`config.mk`:
```
export PLATFORM = sky130hd
export DESIGN_NAME = mem_copy_engine
export DESIGN_NICKNAME = d
export VERILOG_FILES = /design/src/rtl/mem_copy_engine.sv
export SDC_FILE = /design/constraint.sdc
export NUM_CORES = 1
export LEC_CHECK = 0
export ABC_AREA = 1
export CAP_MARGIN = 0
export CORE_MARGIN = 5
export CORE_UTILIZATION = 29
export DETAILED_ROUTE_END_ITERATION = 8
export PLACE_DENSITY_LB_ADDON = 0.08
export SLEW_MARGIN = 20
export SYNTH_ARGS = -nofsm -noshare
export SYNTH_HDL_FRONTEND = slang
export SYNTH_SLANG_ARGS = --single-unit
```
`constraint.sdc`:
```
create_clock -name clk -period 4.15 [get_ports clk]
set_input_delay 0.415 -clock clk [delete_from_list [all_inputs] [get_ports clk]]
set_output_delay 0.415 -clock clk [all_outputs]
set_load 0.1 [all_outputs]
```
`src/rtl/mem_copy_engine.sv`:
```
// -----------------------------------------------------------------------------
// mem_copy_engine
//
// Block-move helper for the single-port 8-bit data memory. The memory reads
// combinationally and writes on the clock edge. After a start request, the
// engine copies `len` bytes from `src_addr` to `dst_addr` in ascending order.
// Each byte takes one READ cycle followed by one WRITE cycle. Addresses wrap
// modulo 2^AW. Overlapping regions are not protected.
//
// Optional feature (compile-time macro MEM_COPY_CHECKSUM_EN):
//   When the macro is defined, the block adds the output port `checksum`. It
//   holds the mod-2^DW sum of every byte read during the current copy.
//
// Ports:
//   clk        in   1   system clock, rising edge
//   rst_n      in   1   asynchronous active-low reset
//   start      in   1   copy request, honoured only while idle
//   src_addr   in   AW  first source byte address (captured at start)
//   dst_addr   in   AW  first destination byte address (captured at start)
//   len        in   AW  byte count (captured at start), 0 = no transfer
//   busy       out  1   engine owns the memory port
//   done       out  1   one-cycle completion pulse
//   mem_addr   out  AW  memory address
//   mem_wdata  out  DW  memory write data
//   mem_wr_en  out  1   memory write enable
//   mem_rd_en  out  1   memory read enable (informational)
//   mem_rdata  in   DW  combinational memory read data
//   checksum   out  DW  running byte sum (only with MEM_COPY_CHECKSUM_EN)
//
// All outputs are registered. The next output values are derived from the
// next state. This keeps their timing identical to a state-decoded output,
// and it clears them immediately on reset.
// -----------------------------------------------------------------------------
module mem_copy_engine #(
    parameter int AW = 8,
    parameter int DW = 8
) (
    input  logic          clk,
    input  logic          rst_n,
    input  logic          start,
    input  logic [AW-1:0] src_addr,
    input  logic [AW-1:0] dst_addr,
    input  logic [AW-1:0] len,
    output logic          busy,
    output logic          done,
    output logic [AW-1:0] mem_addr,
    output logic [DW-1:0] mem_wdata,
    output logic          mem_wr_en,
    output logic          mem_rd_en,
    input  logic [DW-1:0] mem_rdata
`ifdef MEM_COPY_CHECKSUM_EN
    ,
    output logic [DW-1:0] checksum
`endif
);

    localparam logic [AW-1:0] ADDR_ZERO = {AW{1'b0}};
    localparam logic [AW-1:0] ADDR_ONE  = {{(AW-1){1'b0}}, 1'b1};
    localparam logic [DW-1:0] DATA_ZERO = {DW{1'b0}};

    typedef enum logic [1:0] {
        ST_IDLE  = 2'd0,
        ST_READ  = 2'd1,
        ST_WRITE = 2'd2,
        ST_DONE  = 2'd3
    } state_t;

    state_t        state_q, state_d;
    logic [AW-1:0] src_q, src_d;
    logic [AW-1:0] dst_q, dst_d;
    logic [AW-1:0] len_q, len_d;
    logic [AW-1:0] idx_q, idx_d;
    logic [DW-1:0] hold_q, hold_d;
    logic [DW-1:0] sum_q, sum_d;

    logic          busy_q, busy_d;
    logic          done_q, done_d;
    logic [AW-1:0] mem_addr_q, mem_addr_d;
    logic [DW-1:0] mem_wdata_q, mem_wdata_d;
    logic          mem_wr_en_q, mem_wr_en_d;
    logic          mem_rd_en_q, mem_rd_en_d;

    logic [AW-1:0] idx_inc_s;

    assign idx_inc_s = idx_q + ADDR_ONE;

    // Next-state logic: capture on start, latch read data, advance the index
    always_comb begin
        state_d = state_q;
        src_d   = src_q;
        dst_d   = dst_q;
        len_d   = len_q;
        idx_d   = idx_q;
        hold_d  = hold_q;
        sum_d   = sum_q;
        case (state_q)
            ST_IDLE: begin
                if (start) begin
                    src_d = src_addr;
                    dst_d = dst_addr;
                    len_d = len;
                    idx_d = ADDR_ZERO;
                    sum_d = DATA_ZERO;
                    if (len == ADDR_ZERO) begin
                        state_d = ST_DONE;
                    end else begin
                        state_d = ST_READ;
                    end
                end else begin
                    state_d = ST_IDLE;
                end
            end
            ST_READ: begin
                hold_d  = mem_rdata;
                sum_d   = sum_q + mem_rdata;
                state_d = ST_WRITE;
            end
            ST_WRITE: begin
                idx_d = idx_inc_s;
                // The copy is finished once the incremented index reaches len
                if (idx_inc_s == len_q) begin
                    state_d = ST_DONE;
                end else begin
                    state_d = ST_READ;
                end
            end
            ST_DONE: begin
                state_d = ST_IDLE;
            end
            default: begin
                state_d = ST_IDLE;
            end
        endcase
    end

    // Output decode from the next state, so the registered outputs match the state
    always_comb begin
        busy_d      = (state_d != ST_IDLE);
        done_d      = (state_d == ST_DONE);
        mem_rd_en_d = (state_d == ST_READ);
        mem_wr_en_d = (state_d == ST_WRITE);
        mem_addr_d  = ADDR_ZERO;
        mem_wdata_d = DATA_ZERO;
        case (state_d)
            ST_READ: begin
                mem_addr_d = src_d + idx_d;
            end
            ST_WRITE: begin
                mem_addr_d  = dst_d + idx_d;
                mem_wdata_d = hold_d;
            end
            default: begin
                mem_addr_d  = ADDR_ZERO;
                mem_wdata_d = DATA_ZERO;
            end
        endcase
    end

    // State, capture and output registers
    always_ff @(posedge clk or negedge rst_n) begin
        if (!rst_n) begin
            state_q     <= ST_IDLE;
            src_q       <= ADDR_ZERO;
            dst_q       <= ADDR_ZERO;
            len_q       <= ADDR_ZERO;
            idx_q       <= ADDR_ZERO;
            hold_q      <= DATA_ZERO;
            sum_q       <= DATA_ZERO;
            busy_q      <= 1'b0;
            done_q      <= 1'b0;
            mem_addr_q  <= ADDR_ZERO;
            mem_wdata_q <= DATA_ZERO;
            mem_wr_en_q <= 1'b0;
            mem_rd_en_q <= 1'b0;
        end else begin
            state_q     <= state_d;
            src_q       <= src_d;
            dst_q       <= dst_d;
            len_q       <= len_d;
            idx_q       <= idx_d;
            hold_q      <= hold_d;
            sum_q       <= sum_d;
            busy_q      <= busy_d;
            done_q      <= done_d;
            mem_addr_q  <= mem_addr_d;
            mem_wdata_q <= mem_wdata_d;
            mem_wr_en_q <= mem_wr_en_d;
            mem_rd_en_q <= mem_rd_en_d;
        end
    end

    assign busy      = busy_q;
    assign done      = done_q;
    assign mem_addr  = mem_addr_q;
    assign mem_wdata = mem_wdata_q;
    assign mem_wr_en = mem_wr_en_q;
    assign mem_rd_en = mem_rd_en_q;

`ifdef MEM_COPY_CHECKSUM_EN
    assign checksum = sum_q;
`else
    // Without the checksum port, the running sum register has no reader
    logic unused_sum_s;
    assign unused_sum_s = ^sum_q;
`endif

endmodule
```
---- Word level (Yosys, flattened, before mapping) ----
Index checks and enable logic that the tools add are counted.
word-level totals
  bits in registers ....................... 62
  input port bits ......................... 35
  output and inout bits ................... 20
  logic and storage cells ................. 39
cells by class
  $add $sub $neg .......................... 3
  equal/unequal tests ..................... 7
  mux-type cells .......................... 13
  reduce and logical (&&, ||, !) cells .... 4
operators by type and width
  operator             number
  $mux 8               7
  $pmux 8 s2           2
  $add 8x8->8          2
  $add 8x1->8 const B  1
  $eq 2x2->1 const B   4
  $eq 8x8->1           1
  $logic_not 8->1      1
  $pmux 2 s4           1
  $mux 2               3
  $eq 2x1->1 const B   2
  $logic_not 2->1      1
  $reduce_and 2->1     1
  $reduce_bool 2->1    1

---- Longest topological paths before layout ----
  depth after elaboration ................. 6
  mapped depth ............................ 25
  gate-level depth less buffers ........... 24

---- Worst setup path after synthesis ----
OpenSTA, ideal clock, no wires.
  kind .................................... register to register
  start ................................... register idx_q[0]
  end ..................................... register mem_addr_q[6] (netlist: mem_addr[6])
  arrival time ............................ 3201 ps
  setup slack ............................. 872 ps
  stages on the path, launching flop included .. 23
  buffers on the path ..................... 1
  clock period less this slack ............ 3278 ps
  path through ............................ dfrtp_1 > ha_1 > a21oi_1 > nand3_1 > nor2_1 > nand2_1 > nor2_1 > nand3_1 > a21oi_1 > ha_1 > inv_1 > clkbuf_1 > nand2_1 > o21ai_0 > ha_1 > fa_1 > nand3_1 > nand3_1 > nand2_1 > nand2_1 > a21oi_1 > o21ai_0 > a21oi_1
between the ends
  word-level cells in the longest chain between the ends .. 6
  elaborated cells on any way between the ends .. 11
ends and longest elaborated chain
  element                   RTL line  text
  start: declaration        72        logic [AW-1:0] idx_q, idx_d;
  start signal: assignment  180       idx_q <= idx_d;
  $add 8x1->8               85        assign idx_inc_s = idx_q + ADDR_ONE;
  $eq 8x8->1                121       if (idx_inc_s == len_q) begin
  $mux 2                    121
  $pmux 2 s4                96        case (state_q)
  net state_d[1]            68        state_t state_q, state_d;
  $eq 2x2->1                --
  net mem_wr_en_d           80        logic mem_wr_en_q, mem_wr_en_d;
  $pmux 8 s2                144       case (state_d)
  net mem_addr_d[6]         78        logic [AW-1:0] mem_addr_q, mem_addr_d;
  end signal: assignment    185       mem_addr_q <= mem_addr_d;
  end: declaration          78
The timed path passes the listed nets, and every way through them passes these cells.
A chain may end at the register's enable or synchronous reset.

---- Final worst setup path ----
Same ends and word-level chain as after synthesis.

==> impl_metrics.yaml <==
floorplan:
  die_h_um: 113
  start_util_pct: 29.8
  core_region_area_mm2: 0.0103
  die_w_um: 113
  rows: 37
  die_area_mm2: 0.0127
  ioPinCount: 55
min_path:
  hold_path.class: "input port to asynchronous set/reset pin"
drt:
  wirelength_um: 7360
  ant_nets: 0
  drt-wirelength-per-cell_um: 13.0
  dr.pass1.iters: 4
  drc: 0
  num_vias: 2408
  viasPerCell: 4.26
  drtIter0Drc: 52
clocking:
  cts_buffer_depth: 2
  numCtsBuffers: 9
  cts_resized: 0
  postCtsSetupRepairBufs: 0
  cts_tree: "done"
  clkLatencyLatePin_ns: 0.34
  cts_sinks: 62
  cts_max_level: 3
  root_buffer: "clkbuf_8"
  cts.clk_slew.worst_paths_ns: 0.07
  cts-hold-fix-buffers: 0
synth:
  synth_seq_cells: 62
  yosys-top-cells-area: "dfrtp_1 (51%), nand2_1 (11%), inv_1 (7.0%)"
  synthCells: 365
  syn_area_mm2: 0.00307
  synth_top_area_share_pct: 50.5
  synthDistinctLibCells: 31
  syn-num-nets: 413
  yosysSeqAreaShare_pct: 50.5
  yosys.area.top_type: "dfrtp_1"
  postSynthAreaPerCell_um2: 8.42
  ys_warn_count: 0
placement:
  placed_cell_area_mm2: 0.00376
  dp_cells: 551
  io_buffers: 54
  gp_congestion: 0.841
  dp_hpwl_um: 5630
finish:
  fin_nets: 474
  fin_area_mm2: 0.00394
  final_cell_mix: "nand2_1 (94), dfrtp_1 (62), inv_1 (57), clkdlybuf4s50_1 (53), o21ai_0 (31)"
  final_common_cell: "nand2_1"
  drive_gt1_share_pct: 10.7
  final_core_utilization_pct: 38.1
  antenna_cells: 0
  instances_no_fill: 565
  syn2layout_area_growth_pct: 28.1
outcome:
  outcome: "complete, no violations"
setup_path:
  r2r_slack_ns: 0.59
  reg2reg_depth: 21
  critPathLaunchType: "flip-flop"
  crit_fanout: 12
  end_kind: "flip-flop"
  regToRegEndpoint: "mem_addr[6]"
  regToRegStartpoint: "idx_q[0]"
  worstSetupEndpoint: "mem_addr[6]"
  required_ns: 4.42
  cp-startpoint: "idx_q[0]"
  arrival_ns: 3.83
  crit_type: "flip-flop to flip-flop"
pwr:
  powerDensity_mw_per_mm2: 293
  ir_drop_uv: 197
  total_power_uw: 1150
  leakage_uw: 0.00203
timing:
  finalClockSkew_ns: 0.00959
  period_share_pct: 85.8
  slew_viol_final: 0
  final.setup.tns_ns: 0
  fmax_mhz: 281
  setup_viol: 0
  hold_viol: 0
  fin_crit_ns: 3.56
  max_slew.worst_pin.slew_ns: 0.987
  rsz0062_at_grt: "false"
  maxSlewHeadroom_pct: 34.0
global_route:
  grt_pass1_vias: 2530
  antenna_found_initial: 0
  grt.overflow.total: 0
  grt_max_degree: 37
  grt_pass1_wl_um: 12700
  grt_util_all_layers_pct: 12.6
flow_run:
  drv_cap: 0
==> critical path, stage by stage (launching register included) <==
cell	delay, ns
dfrtp_1	0.43
ha_1	0.35
a21oi_1	0.15
nand3_1	0.10
nor2_1	0.11
nand2_1	0.07
nor2_1	0.10
nand3_1	0.10
a21oi_1	0.23
ha_1	0.23
inv_1	0.16
nand2_1	0.10
o21ai_0	0.08
ha_1	0.22
fa_1	0.40
nand3_1	0.09
nand3_1	0.10
nand2_1	0.07
nand2_1	0.05
a21oi_1	0.14
o21ai_0	0.09
a21oi_1	0.11
==> worst min-delay path by stage <==
stage / start / endpoint / slack [ns]
2_1_floorplan: rst_n / busy / 0.12
3_3_place_gp: src_q[6] / src_q[6] / 0.47
3_5_place_dp: src_q[2] / src_q[2] / 0.47
4_1_cts: rst_n / src_q[1] / 0.19
5_1_grt: rst_n / src_q[1] / 0.24
6_report: rst_n / len_q[4] / 0.18
==> final cells by class <==
| cell class | count | area (um2) |
|---|---|---|
| clock inverters | 5 | 52.6 |
| repair buffers | 57 | 558 |
| clock buffers | 9 | 124 |
| fillers | 1060 | 6390 |
| inverters | 61 | 231 |
| flip-flops and latches | 62 | 1550 |
| multi-input cells | 235 | 1250 |
| well taps | 136 | 170 |
==> stage by stage <==
stage | setup WS, ns | hold slack (ns)
after floorplan | 0.872 | 0.119
after global placement | 0.602 | 0.466
after detailed placement | 0.562 | 0.466
after CTS | 0.563 | 0.191
after global routing | 0.144 | 0.243
final | 0.589 | 0.181
==> synthesized netlist by cell type (all sizes together) <==
| library cell | number |
|---|---|
| and2 | 1 |
| nand2 | 98 |
| buf | 5 |
| o21ai | 38 |
| a21oi | 14 |
| nand4 | 3 |
| xor2 | 1 |
| o32ai | 2 |
| nor2 | 26 |
| dfrtp | 62 |
| or2 | 7 |
| clkbuf | 2 |
| o21bai | 1 |
| fa | 1 |
| o21a | 1 |
| o211ai | 1 |
| nand3b | 4 |
| ha | 12 |
| nand3 | 25 |
| inv | 61 |
==> per-layer routing <==
| layer | GRT usage [%] | up-vias | share of wire [%] |
|---|---|---|---|
| met5 | 0 | - | 0 |
| met4 | 4.01 | 0 | 1.7 |
| met3 | 4.76 | 9 | 5.2 |
| met2 | 20.4 | 43 | 48 |
| met1 | 15.7 | 1092 | 45 |
| li1 | - | 1264 | - |
==> sequential cells by signal (all words and copies together), names as in the netlist <==
| signal | count |
|---|---|
| hold_q | 8 |
| mem_wdata | 8 |
| mem_addr | 8 |
| src_q | 8 |
| idx_q | 8 |
| mem_rd_en | 1 |
| state_q | 2 |
| busy | 1 |
| len_q | 8 |
| dst_q | 8 |
| done | 1 |
| mem_wr_en | 1 |
==> power breakdown <==
part           internal, uW  total (uW)  leakage [uW]  switching [uW]
clock network           267         490     0.0000907             223
registers               609         610      0.000785           0.933
logic                  31.4        54.9       0.00116            23.5
total                   907        1150       0.00203             248
==> cell families (layout without fill, tap and decap cells) <==
| family | Yosys count | after routing | synth area share [%] |
|---|---|---|---|
| buffers and inverters | 68 | 132 | 8.88 |
| flip-flops | 62 | 62 | 50.5 |
| AND/OR/NAND/NOR | 164 | 164 | 24.2 |
| AO/OA/AOI/OAI | 57 | 57 | 10.6 |
| XOR/XNOR | 1 | 1 | 0.285 |
| adder cells (fa/ha/maj) | 13 | 13 | 5.54 |
No activity file was read; power rests on OpenSTA's default activity.
